## src/rtl/nibble_compare_seq.sv

```systemverilog
// -----------------------------------------------------------------------------
// nibble_compare_seq
//
// Compares two WIDTH-bit unsigned operands using one shared 4-bit magnitude
// compare. Nibbles are examined MSB-first, one per clock. When EARLY_EXIT=1 the
// scan stops at the first differing nibble. When EARLY_EXIT=0 all N nibbles are
// always scanned, which gives a constant latency.
//
// Ports
//   clk, rst_n           : rising-edge clock, asynchronous active-low reset
//   in_valid / in_ready  : operand handshake (a, b sampled on acceptance)
//   a, b                 : unsigned operands
//   out_valid / out_ready: result handshake
//   gt, eq, lt           : registered one-hot result; all zero when !out_valid
//   steps                : nibble compares performed for the current result
//   busy                 : high while comparing
//   dbg_state            : current FSM state (0=IDLE, 1=CMP, 2=DONE)
//
// Handshake rule: a transfer happens on a rising edge where valid && ready.
// The producer holds valid (and data) until ready. The block holds its result
// stable while out_valid && !out_ready. in_valid outside IDLE is ignored and is
// not queued.
// -----------------------------------------------------------------------------
module nibble_compare_seq #(
    parameter int WIDTH      = 16,
    parameter int EARLY_EXIT = 1
) (
    input  logic                          clk,
    input  logic                          rst_n,
    input  logic                          in_valid,
    output logic                          in_ready,
    input  logic [WIDTH-1:0]              a,
    input  logic [WIDTH-1:0]              b,
    output logic                          out_valid,
    input  logic                          out_ready,
    output logic                          gt,
    output logic                          eq,
    output logic                          lt,
    output logic [$clog2(WIDTH/4):0]      steps,
    output logic                          busy,
    output logic [1:0]                    dbg_state
);

    localparam int N  = WIDTH / 4;
    localparam int IW = (N > 1) ? $clog2(N) : 1;
    localparam int SW = $clog2(N) + 1;

    typedef enum logic [1:0] {
        S_IDLE = 2'd0,
        S_CMP  = 2'd1,
        S_DONE = 2'd2
    } state_t;

    state_t          r_state;
    logic [WIDTH-1:0] r_a;
    logic [WIDTH-1:0] r_b;
    logic [IW-1:0]    r_idx;
    logic [SW-1:0]    r_steps;
    logic             r_gt;
    logic             r_eq;
    logic             r_lt;
    // Sticky record of the first difference. It is used only for the full scan.
    logic             r_found;
    logic             r_fgt;
    logic             r_flt;

    logic [WIDTH-1:0] w_sh_a;
    logic [WIDTH-1:0] w_sh_b;
    logic [3:0]       w_na;
    logic [3:0]       w_nb;
    logic             w_ngt;
    logic             w_nlt;
    logic             w_fgt;
    logic             w_flt;
    logic             w_fnd;

    // Select nibble idx by shifting it down to bit 0.
    assign w_sh_a = r_a >> {r_idx, 2'b00};
    assign w_sh_b = r_b >> {r_idx, 2'b00};
    assign w_na   = w_sh_a[3:0];
    assign w_nb   = w_sh_b[3:0];
    assign w_ngt  = (w_na > w_nb);
    assign w_nlt  = (w_na < w_nb);

    // The first difference wins. Later nibbles never override it.
    assign w_fgt  = r_found ? r_fgt : w_ngt;
    assign w_flt  = r_found ? r_flt : w_nlt;
    assign w_fnd  = r_found | w_ngt | w_nlt;

    assign in_ready  = (r_state == S_IDLE);
    assign out_valid = (r_state == S_DONE);
    assign busy      = (r_state == S_CMP);
    assign gt        = r_gt;
    assign eq        = r_eq;
    assign lt        = r_lt;
    assign steps     = r_steps;
    assign dbg_state = r_state;

    always_ff @(posedge clk or negedge rst_n) begin
        if (!rst_n) begin
            r_state <= S_IDLE;
            r_a     <= '0;
            r_b     <= '0;
            r_idx   <= '0;
            r_steps <= '0;
            r_gt    <= 1'b0;
            r_eq    <= 1'b0;
            r_lt    <= 1'b0;
            r_found <= 1'b0;
            r_fgt   <= 1'b0;
            r_flt   <= 1'b0;
        end else begin
            case (r_state)
                S_IDLE: begin
                    if (in_valid) begin
                        r_a     <= a;
                        r_b     <= b;
                        r_idx   <= IW'(N - 1);
                        r_steps <= '0;
                        r_found <= 1'b0;
                        r_fgt   <= 1'b0;
                        r_flt   <= 1'b0;
                        r_state <= S_CMP;
                    end
                end
                S_CMP: begin
                    r_steps <= r_steps + 1'b1;
                    if (EARLY_EXIT != 0) begin
                        if (w_ngt || w_nlt) begin
                            r_gt    <= w_ngt;
                            r_lt    <= w_nlt;
                            r_eq    <= 1'b0;
                            r_state <= S_DONE;
                        end else if (r_idx == '0) begin
                            r_eq    <= 1'b1;
                            r_state <= S_DONE;
                        end else begin
                            r_idx <= r_idx - 1'b1;
                        end
                    end else begin
                        if (r_idx == '0) begin
                            r_gt    <= w_fgt;
                            r_lt    <= w_flt;
                            r_eq    <= ~w_fnd;
                            r_state <= S_DONE;
                        end else begin
                            r_found <= w_fnd;
                            r_fgt   <= w_fgt;
                            r_flt   <= w_flt;
                            r_idx   <= r_idx - 1'b1;
                        end
                    end
                end
                S_DONE: begin
                    if (out_ready) begin
                        r_gt    <= 1'b0;
                        r_eq    <= 1'b0;
                        r_lt    <= 1'b0;
                        r_state <= S_IDLE;
                    end
                end
                default: r_state <= S_IDLE;
            endcase
        end
    end

endmodule

```

## config.mk

```make
export PLATFORM = sky130hd
export DESIGN_NAME = nibble_compare_seq
export DESIGN_NICKNAME = d
export VERILOG_FILES = /design/src/rtl/nibble_compare_seq.sv
export SDC_FILE = /design/constraint.sdc
export NUM_CORES = 1
export LEC_CHECK = 0
export CORE_ASPECT_RATIO = 0.9
export CORE_MARGIN = 3
export CORE_UTILIZATION = 40
export CTS_BUF_LIST = sky130_fd_sc_hd__clkbuf_8
export DETAILED_ROUTE_END_ITERATION = 10
export PLACE_DENSITY = 0.79
export SETUP_SLACK_MARGIN = 0.1
export SLEW_MARGIN = 20
export SYNTH_ARGS = -nofsm -noshare
export SYNTH_HDL_FRONTEND = slang
export SYNTH_SLANG_ARGS = --single-unit
```

## constraint.sdc

```tcl
create_clock -name clk -period 2.6 [get_ports clk]
set_clock_uncertainty 0.05 [all_clocks]
set_input_delay 0.65 -clock clk [delete_from_list [all_inputs] [get_ports clk]]
set_output_delay 0.65 -clock clk [all_outputs]
set_load 0.01 [all_outputs]
```

==> results of run 1 <==
-- layout by cell type, fill, tap and decap left out, types with 2 or more instances in the layout --
master and count:
a21o_1 2, a21oi_1 4, a32o_1 2, buf_4 6, clkbuf_8 5, clkdlybuf4s50_1 45
dfrtp_1 42, ha_1 6, ha_4 3, inv_1 12, mux2_1 2, mux2_2 30
mux4_2 8, nand2_1 12, nand2b_1 2, nand3_1 4, nor2_1 2, nor2b_1 2
nor3b_1 3, o21ai_0 4, o22a_1 2
-- metrics by stage --
step,hold WS (ns),setup WS (ns),instances,utilization,power (µW)
after floorplan,0.304,0.158,162,-,2390
after global placement,0.436,0.194,273,0.537,2820
after detailed placement,0.435,0.161,273,0.537,2890
after CTS,0.225,0.137,281,0.555,3310
after global routing,0.230,0.106,281,0.564,3730
final,0.219,0.207,281,0.564,3460
-- worst max-delay path, stage by stage (launching register included) --
cell and delay, ns:
dfrtp_1 0.42, inv_1 0.09, ha_1 0.30, clkdlybuf4s50_1 0.59
-- logic make-up (layout without fill, tap and decap cells) --
group	after synthesis	after routing
and+or+nand+nor	32	32
AOI/OAI and AO/OA	22	22
muxes	40	40
buffers and inverters	17	71
adders and majority gates	9	9
DFF	42	42
-- layout make-up --
class	count	area, µm²	area share
clock buffers	5	68.8	0.0243
clock inverters	3	17.5	0.00620
inverters	11	41.3	0.0146
multi-input cells	103	1070	0.377
flip-flops and latches	42	1050	0.372
well taps	65	81.3	0.0288
repair buffers	52	500	0.177
-- sequential cells by signal, indices dropped and copies added (netlist names) --
signal     count
r_idx          2
eq             1
dbg_state      2
r_b           16
lt             1
r_a           16
gt             1
steps          3
-- routing by layer --
layer | routed length, µm | up-vias
met4 | 38 | 0
met1 | 1970 | 715
li1 | - | 696
met5 | 0 | -
met2 | 2050 | 41
met3 | 217 | 4
-- path summary, 6_finish.rpt --
kind	startpoint	end	slack [ns]	cells past startpoint
max	dbg_state[0]	in_ready	0.21	3
min	rst_n	r_a[3]	0.22	1
max reg2reg	r_idx[0]	r_idx[1]	0.24	7
min reg2reg	eq	eq	0.46	2
max in group asynchronous	rst_n	r_a[9]	1.60	2
min in group clk	eq	eq	0.46	2
-- timing repair --
action | 4_1_cts | 5_1_grt
buffers inserted | 0 | 0
setup endpoints to repair | 0 | 3
gates resized for setup | 0 | 4
hold buffers | 0 | 0
-- power by group through the flow --
stage	Combinational, µW	Clock, µW	Sequential [µW]
floorplan	1280	0	1110
global placement	1670	0	1160
detailed placement	1720	0	1170
CTS	1720	427	1160
global route	2070	453	1200
finish	1890	413	1160
==> flow_metrics.py, run 1 <==
metrics = {
    "global_routing": {
        "grtUsageTotal": 0.145,
        "grt_overflow": 0,
        "grt_pass1_wl_mm": 7.16,
        "met1_usage": 0.186,
        "grt_antenna_before_repair": 0,
        "use_met3": 0.0422,
        "grt_util_met2": 0.243,
        "busiest_layer": "met2",
        "grt_max_degree": 27,
        "grt_pass1_vias": 1498,
    },
    "placement": {
        "place.detailed.hpwl_mm": 3.23,
        "place.gp.congestion": 0.804,
        "placed_area_mm2": 0.00270,
        "port_buffers": 46,
    },
    "synthesis": {
        "ys.flop_type": "dfrtp_1",
        "netlist_area_mm2": 0.00214,
        "synth_top_family_by_area": "multiplexers",
        "synth.area.top_cells": "dfrtp_1 49%, mux2_2 16%, mux4_2 8.4%",
        "yosys.area_share.simple": 0.0876,
        "synth-compound-area-share": 0.0841,
        "synthCells": 162,
        "synth_nets": 207,
        "synthAdderAreaFrac": 0.0526,
        "synth_edf_count": 0,
        "synth.largest_area_cell": "dfrtp_1",
        "ys_seq_area_frac": 0.491,
        "synth_common_cells": "42 x dfrtp_1, 30 x mux2_2, 12 x nand2_1",
        "yosysWarningCount": 0,
        "syn_avg_cell_area_um2": 13.2,
        "synth-seq-cells": 42,
        "yosysMostFrequentCell": "dfrtp_1",
        "synthMuxAreaShare": 0.252,
        "synth_top_area_frac": 0.491,
        "synth_cell_types": 33,
        "synthArstFlopShare": 1.00,
        "synth_xor_area_frac": 0,
    },
    "die": {
        "die_x_um": 83.1,
        "core_area_mm2": 0.00501,
        "die_height_um": 75.4,
        "die_area_mm2": 0.00627,
        "start_util": 0.427,
        "row_count": 24,
        "design.portCount": 47,
    },
    "critical_path": {
        "crit_path_start_kind": "flip-flop",
        "cp_max_fo": 7,
        "worstSetupPathType": "flip-flop to primary output",
        "cp_data_arrival_time_ns": 1.69,
        "cp-end-kind": "primary output",
        "crit_required_ns": 1.90,
    },
    "route": {
        "ant_nets": 0,
        "drt-initial-drc-count": 96,
        "wl_mm": 4.28,
        "first_pass_iters": 4,
        "vias": 1456,
        "drc": 0,
        "viasPerCell": 5.18,
        "wl_per_cell_um": 15.2,
    },
    "power_and_ir_drop": {
        "p_sw_uw": 1260,
        "clkPwrFrac": 0.120,
        "swShare": 0.364,
        "intPower_uw": 2200,
        "pwr-share-seq": 0.335,
        "power.leakage_uw": 0.00122,
        "p_per_area_mw_per_mm2": 1220,
        "ir_worst_vdd_uv": 517,
        "p_comb_frac": 0.546,
    },
    "cts": {
        "clk_pin_slew_ns": 0.08,
        "cts_inserted_buffers": 5,
        "numClockSinks": 42,
        "clockBufferDepth": 2,
        "cts_max_level": 2,
        "root_buffer": "clkbuf_8",
        "clock_latency_ns": 0.30,
        "cts_tree": "done",
    },
    "layout": {
        "drive_above_1_share": 0.287,
        "syn_to_final_growth_pct": 32.0,
        "final_nets": 260,
        "stdcell_area_mm2": 0.00283,
        "fillers": 435,
        "diodes": 0,
    },
    "timing": {
        "rsz0062_at_grt": "false",
        "finalSetupTns_ns": 0,
        "relSlewSlack": 0.696,
        "fin_crit_sh": 0.920,
        "fin_crit_ns": 2.39,
        "slew_violations": 0,
        "clock.fmax_mhz": 418,
        "worst_pin_slew_ns": 0.456,
        "timing_hold_violations_final": 0,
        "setup_viol": 0,
    },
    "job": {
        "maxCapViolations": 0,
    },
    "status": {
        "outcome": "finished clean",
    },
    "min_path": {
        "hold_path_class": "input pin to asynchronous set/reset pin",
    },
}
Note: power is estimated with default switching activity, not from simulation.
==> inputs of run 2 (changes only) <==
==> constraint.sdc (replaced) <==
create_clock -name clk -period 2.6 [get_ports clk]
set_clock_uncertainty 0.05 [all_clocks]
set_input_delay 0.65 -clock clk [delete_from_list [all_inputs] [get_ports clk]]
set_output_delay 0.65 -clock clk [all_outputs]
set_load 0.05 [all_outputs]
==> run 2 against run 1 <==
Against the previous run: utilization is 0.27 points higher; worst hold slack worse by 0.021 ns; die area is the same; global-route usage fell by 0.40 points; fmax grew 1.6%; register-to-register slack barely moved; sequential cell count unchanged; clock-buffer cell count did not move; critical endpoint is now r_idx[1]; highest routed layer unchanged.
==> flow_metrics.py, run 2 (synthesis results as in run 1) <==
metrics = {
    "route": {
        "first_pass_iters": 5,
        "wl_per_cell_um": 14.3,
        "wl_mm": 4.02,
        "ant_nets": 0,
        "drt-initial-drc-count": 67,
        "vias": 1465,
        "drc": 0,
        "viasPerCell": 5.20,
    },
    "cts": {
        "cts_inserted_buffers": 5,
        "cts_tree": "done",
        "clock_latency_ns": 0.30,
        "clockBufferDepth": 2,
        "cts_max_level": 2,
        "numClockSinks": 42,
        "root_buffer": "clkbuf_8",
        "clk_pin_slew_ns": 0.07,
    },
    "die": {
        "core_area_mm2": 0.00501,
        "die_height_um": 75.4,
        "row_count": 24,
        "die_area_mm2": 0.00627,
        "design.portCount": 47,
        "start_util": 0.427,
        "die_x_um": 83.1,
    },
    "timing": {
        "clock.fmax_mhz": 425,
        "rsz0062_at_grt": "false",
        "setup_viol": 0,
        "fin_crit_sh": 0.906,
        "fin_ws_ns": 0.245,
        "worst_pin_slew_ns": 0.494,
        "finalSetupTns_ns": 0,
        "relSlewSlack": 0.670,
        "slew_violations": 0,
        "timing_hold_violations_final": 0,
        "fin_crit_ns": 2.35,
    },
    "critical_path": {
        "reg2regPathDepth": 7,
        "crit_path_start_kind": "flip-flop",
        "cp-end-kind": "flip-flop",
        "cp_max_fo": 6,
        "worstReg2RegEnd": "r_idx[1]",
        "worstSetupPathType": "flip-flop to flip-flop",
        "cp_data_arrival_time_ns": 2.48,
        "critPathLaunch": "r_idx[0]",
        "r2r_slack_ns": 0.25,
        "crit_required_ns": 2.73,
        "crit_end": "r_idx[1]",
        "regToRegStartpoint": "r_idx[0]",
    },
    "layout": {
        "diodes": 0,
        "fillers": 416,
        "final_nets": 261,
        "syn_to_final_growth_pct": 32.6,
        "drive_above_1_share": 0.300,
        "final_cell_mix": "42 x dfrtp_1, 42 x clkdlybuf4s50_1, 30 x mux2_2, 12 x inv_1, 12 x nand2_1",
    },
    "placement": {
        "pre_cts_ws_ns": 0.144,
        "port_buffers": 46,
        "place.detailed.hpwl_mm": 3.07,
        "place.gp.congestion": 0.836,
    },
    "power_and_ir_drop": {
        "p_sw_uw": 1430,
        "p_per_area_mw_per_mm2": 1280,
        "power.leakage_uw": 0.00124,
        "swShare": 0.394,
        "intPower_uw": 2210,
        "clkPwrFrac": 0.111,
        "pwr-share-seq": 0.315,
        "ir_worst_vdd_uv": 883,
        "p_comb_frac": 0.575,
    },
    "global_routing": {
        "grt_max_degree": 33,
        "grt_pass1_vias": 1467,
        "grt_antenna_before_repair": 0,
        "grtUsageTotal": 0.141,
        "grt_pass1_wl_mm": 6.89,
        "grt_overflow": 0,
    },
    "min_path": {
        "hold_path_class": "input pin to asynchronous set/reset pin",
    },
    "status": {
        "outcome": "finished clean",
    },
    "job": {
        "maxCapViolations": 0,
    },
}
-- run 2: what timing repair did --
action | 4_1_cts | 5_1_grt
pin swaps | 0 | 2
buffers inserted | 0 | 1
gates resized for setup | 1 | 4
endpoints found under the setup margin | 1 | 3
hold buffers | 0 | 0
-- run 2: layer usage --
layer	routed length, µm	vias up	global-route usage
met5	0	-	0
met4	57	0	0.0599
met3	218	5	0.0400
met2	1900	40	0.229
met1	1850	720	0.183
li1	-	700	-
-- run 2: final cells by class --
cell class                      instances  area (µm²)  area share
Sequential cell                        42        1050       0.370
Clock buffer                            5        68.8      0.0242
Timing Repair Buffer                   53         514       0.181
Clock inverter                          3        17.5     0.00617
Multi-Input combinational cell        103        1070       0.375
Inverter                               11        41.3      0.0145
Tap cell                               65        81.3      0.0286
-- run 2: worst max-delay path, cell delays in order, from the launching register on --
cell and delay (ns):
dfrtp_1 0.34, buf_4 0.18, mux4_2 0.52, ha_1 0.33
nand4_4 0.14, a311oi_4 0.35, and4b_1 0.28, nor3_2 0.05
-- run 2: power groups by stage --
stage / clock [µW] / sequential (µW) / combinational, µW
floorplan: 0 / 1250 / 1350
global placement: 0 / 1150 / 1880
detailed placement: 0 / 1160 / 1930
CTS: 420 / 1150 / 1930
global route: 448 / 1190 / 2290
finish: 403 / 1150 / 2090
-- run 2: worst min path at each step --
stage / startpoint / endpoint / slack, ns / depth (start not counted)
floorplan: rst_n / dbg_state[0] / 0.30 / 0
global placement: r_b[9] / r_b[9] / 0.43 / 1
detailed placement: r_a[1] / r_a[1] / 0.44 / 1
CTS: rst_n / r_a[7] / 0.20 / 1
global route: rst_n / r_a[7] / 0.22 / 1
finish: rst_n / r_a[7] / 0.20 / 1
-- run 2: stage by stage --
| step | cells | area (µm²) | utilization | power (µW) | hold WS, ns |
|---|---|---|---|---|---|
| after CTS | 281 | 2790 | 0.556 | 3490 | 0.201 |
| after floorplan | 162 | 2140 | - | 2600 | 0.304 |
| after global placement | 273 | 2700 | 0.539 | 3040 | 0.433 |
| after detailed placement | 273 | 2700 | 0.539 | 3080 | 0.441 |
| after global routing | 282 | 2840 | 0.566 | 3930 | 0.220 |
| final | 282 | 2840 | 0.566 | 3640 | 0.198 |
==> inputs of run 3 (changes only) <==
--- a/config.mk
+++ b/config.mk
@@ -10,7 +10,7 @@
 export CORE_UTILIZATION = 40
 export CTS_BUF_LIST = sky130_fd_sc_hd__clkbuf_8
 export DETAILED_ROUTE_END_ITERATION = 10
-export PLACE_DENSITY = 0.79
+export PLACE_DENSITY = 0.66
 export SETUP_SLACK_MARGIN = 0.1
 export SLEW_MARGIN = 20
 export SYNTH_ARGS = -nofsm -noshare
==> run 3 against run 2 <==
Against the previous run: global-route usage rose by 1.5 points; clock-buffer cell count rose by 1; first-iteration DRC count rose by 18%; setup slack got worse by 0.067 ns; combinational power rose by 6%; routed wire length rose by 17%; cell count fell by 0.71%; utilization rose by 0.47 points; design area rose by 0.84%; non-clock buffer count fell by 1; sequential cell count did not move; largest power group unchanged; highest routed layer unchanged.
==> flow_metrics.py, run 3 (synthesis results as in run 1) <==
metrics = {
    "status": {
        "outcome": "finished clean",
    },
    "power_and_ir_drop": {
        "p_sw_uw": 1540,
        "p_per_area_mw_per_mm2": 1370,
        "pwr-share-seq": 0.295,
        "swShare": 0.393,
        "clkPwrFrac": 0.136,
        "p_comb_frac": 0.569,
        "ir_worst_vdd_uv": 602,
        "power.leakage_uw": 0.00123,
        "intPower_uw": 2370,
    },
    "die": {
        "start_util": 0.427,
        "row_count": 24,
        "core_area_mm2": 0.00501,
        "die_height_um": 75.4,
        "design.portCount": 47,
        "die_x_um": 83.1,
        "die_area_mm2": 0.00627,
    },
    "route": {
        "wl_met3_um": 210,
        "route.met2.wl_mm": 2.42,
        "drc": 0,
        "wl_per_cell_um": 16.8,
        "ant_nets": 0,
        "wl_mm": 4.71,
        "viasPerCell": 5.43,
        "first_pass_iters": 5,
        "vias": 1519,
        "top_layer": "met4",
        "drt-met1-wl_mm": 1.95,
        "drt-initial-drc-count": 79,
    },
    "min_path": {
        "hold_path_class": "input pin to asynchronous set/reset pin",
    },
    "critical_path": {
        "crit_path_start_kind": "flip-flop",
        "cp_max_fo": 5,
        "cp_num_buf_inv": 2,
        "crit_required_ns": 2.74,
        "worstSetupPathType": "flip-flop to flip-flop",
        "cp_data_arrival_time_ns": 2.56,
        "crit_chain": "buf_6, mux4_2, ha_4, nand4_4, buf_4, a31oi_1, a21oi_1, o22a_1",
        "reg2regPathDepth": 8,
        "critPathTopFamily": "compound AO/OA/AOI/OAI gates",
        "cpMaxStageDelayCell": "mux4_2",
        "cp-end-kind": "flip-flop",
        "worstReg2RegEnd": "dbg_state[0]",
        "regToRegStartpoint": "r_idx[0]",
        "r2r_slack_ns": 0.18,
        "cp_slowest_stage_delay_ns": 0.55,
    },
    "placement": {
        "place.gp.congestion": 0.795,
        "port_buffers": 46,
        "post-place-cells": 271,
        "place.detailed.hpwl_mm": 3.42,
    },
    "layout": {
        "drive_above_1_share": 0.307,
        "multi_input_area_mm2": 0.00108,
        "final_cell_mix": "42 x clkdlybuf4s50_1, 41 x dfrtp_1, 30 x mux2_2, 12 x nand2_1, 11 x inv_1",
        "fillers": 400,
        "fin_cells": 280,
        "mostFrequentLayoutCell": "clkdlybuf4s50_1",
        "seq_area_mm2": 0.00105,
        "syn_to_final_growth_pct": 33.7,
        "diodes": 0,
        "final_nets": 260,
    },
    "global_routing": {
        "grt_overflow": 0,
        "grt_pass1_vias": 1673,
        "grt_antenna_before_repair": 0,
        "grt_max_degree": 43,
        "grt_pass1_wl_mm": 7.80,
        "grtUsageTotal": 0.156,
    },
    "timing": {
        "worst_pin_slew_ns": 0.922,
        "clock.fmax_mhz": 413,
        "fin_crit_sh": 0.931,
        "setup_viol": 0,
        "finalSetupTns_ns": 0,
        "relSlewSlack": 0.385,
        "timing_hold_violations_final": 0,
        "slew_violations": 0,
        "fin_crit_ns": 2.42,
        "rsz0062_at_grt": "false",
    },
    "cts": {
        "cts_max_level": 2,
        "cts_tree": "done",
        "root_buffer": "clkbuf_8",
        "numClockSinks": 42,
        "clockBufferDepth": 2,
        "cts_inserted_buffers": 5,
        "clock_latency_ns": 0.29,
        "clk_pin_slew_ns": 0.08,
        "holdBufCountCts": 0,
    },
    "job": {
        "maxCapViolations": 0,
    },
}
-- run 3: cell count changes in the layout (fill, tap and decap cells not counted), sizes merged --
cell	before	now
inv	12	11
clkinv	2	0
clkbuf	5	6
buf	10	9
bufinv	0	1
-- run 3: what timing repair did --
action                     4_1_cts  5_1_grt
pin swaps                        1        4
buffers inserted                 0        2
cloned                           0        0
setup endpoints to repair        2        5
resized for setup                1        8
-- run 3: metrics by stage --
step | power, µW | hold slack, ns | area [µm²] | util | setup slack (ns)
global placement | 3020 | 0.433 | 2680 | 0.533 | 0.220
detailed placement | 3120 | 0.435 | 2680 | 0.533 | 0.112
finish | 3910 | 0.437 | 2860 | 0.571 | 0.178
global route | 4160 | 0.473 | 2860 | 0.571 | 0.100
CTS | 3650 | 0.455 | 2790 | 0.556 | 0.104
floorplan | 2600 | 0.304 | 2140 | - | 0.157
-- run 3: area by class of cell --
cell class / count / area share
Multi-Input combinational cell: 103 / 0.377
Sequential cell: 42 / 0.367
Timing Repair Buffer: 52 / 0.174
Clock buffer: 6 / 0.0288
Tap cell: 65 / 0.0284
Inverter: 11 / 0.0144
Clock inverter: 1 / 0.0105
-- run 3: power by group through the flow --
stage / Combinational (µW) / Sequential (µW) / Clock (µW)
6_report: 2220 / 1150 / 533
5_1_grt: 2410 / 1190 / 564
4_1_cts: 1960 / 1150 / 533
3_5_place_dp: 1960 / 1170 / 0
3_3_place_gp: 1860 / 1150 / 0
2_1_floorplan: 1350 / 1250 / 0
-- run 3: worst max path at each step --
stage | cells after the start | slack, ns | from | to
2_1_floorplan | 7 | 0.16 | r_idx[0] | r_idx[1]
3_3_place_gp | 7 | 0.22 | r_idx[0] | r_idx[1]
3_5_place_dp | 7 | 0.11 | r_idx[0] | r_idx[1]
4_1_cts | 7 | 0.10 | r_idx[0] | r_idx[1]
5_1_grt | 8 | 0.10 | r_idx[0] | r_idx[1]
6_report | 8 | 0.18 | r_idx[0] | dbg_state[0]
-- run 3: routing by layer --
layer	vias up	track usage
met5	-	0
met4	0	0.0617
met3	12	0.0368
met2	44	0.290
met1	764	0.179
li1	699	-
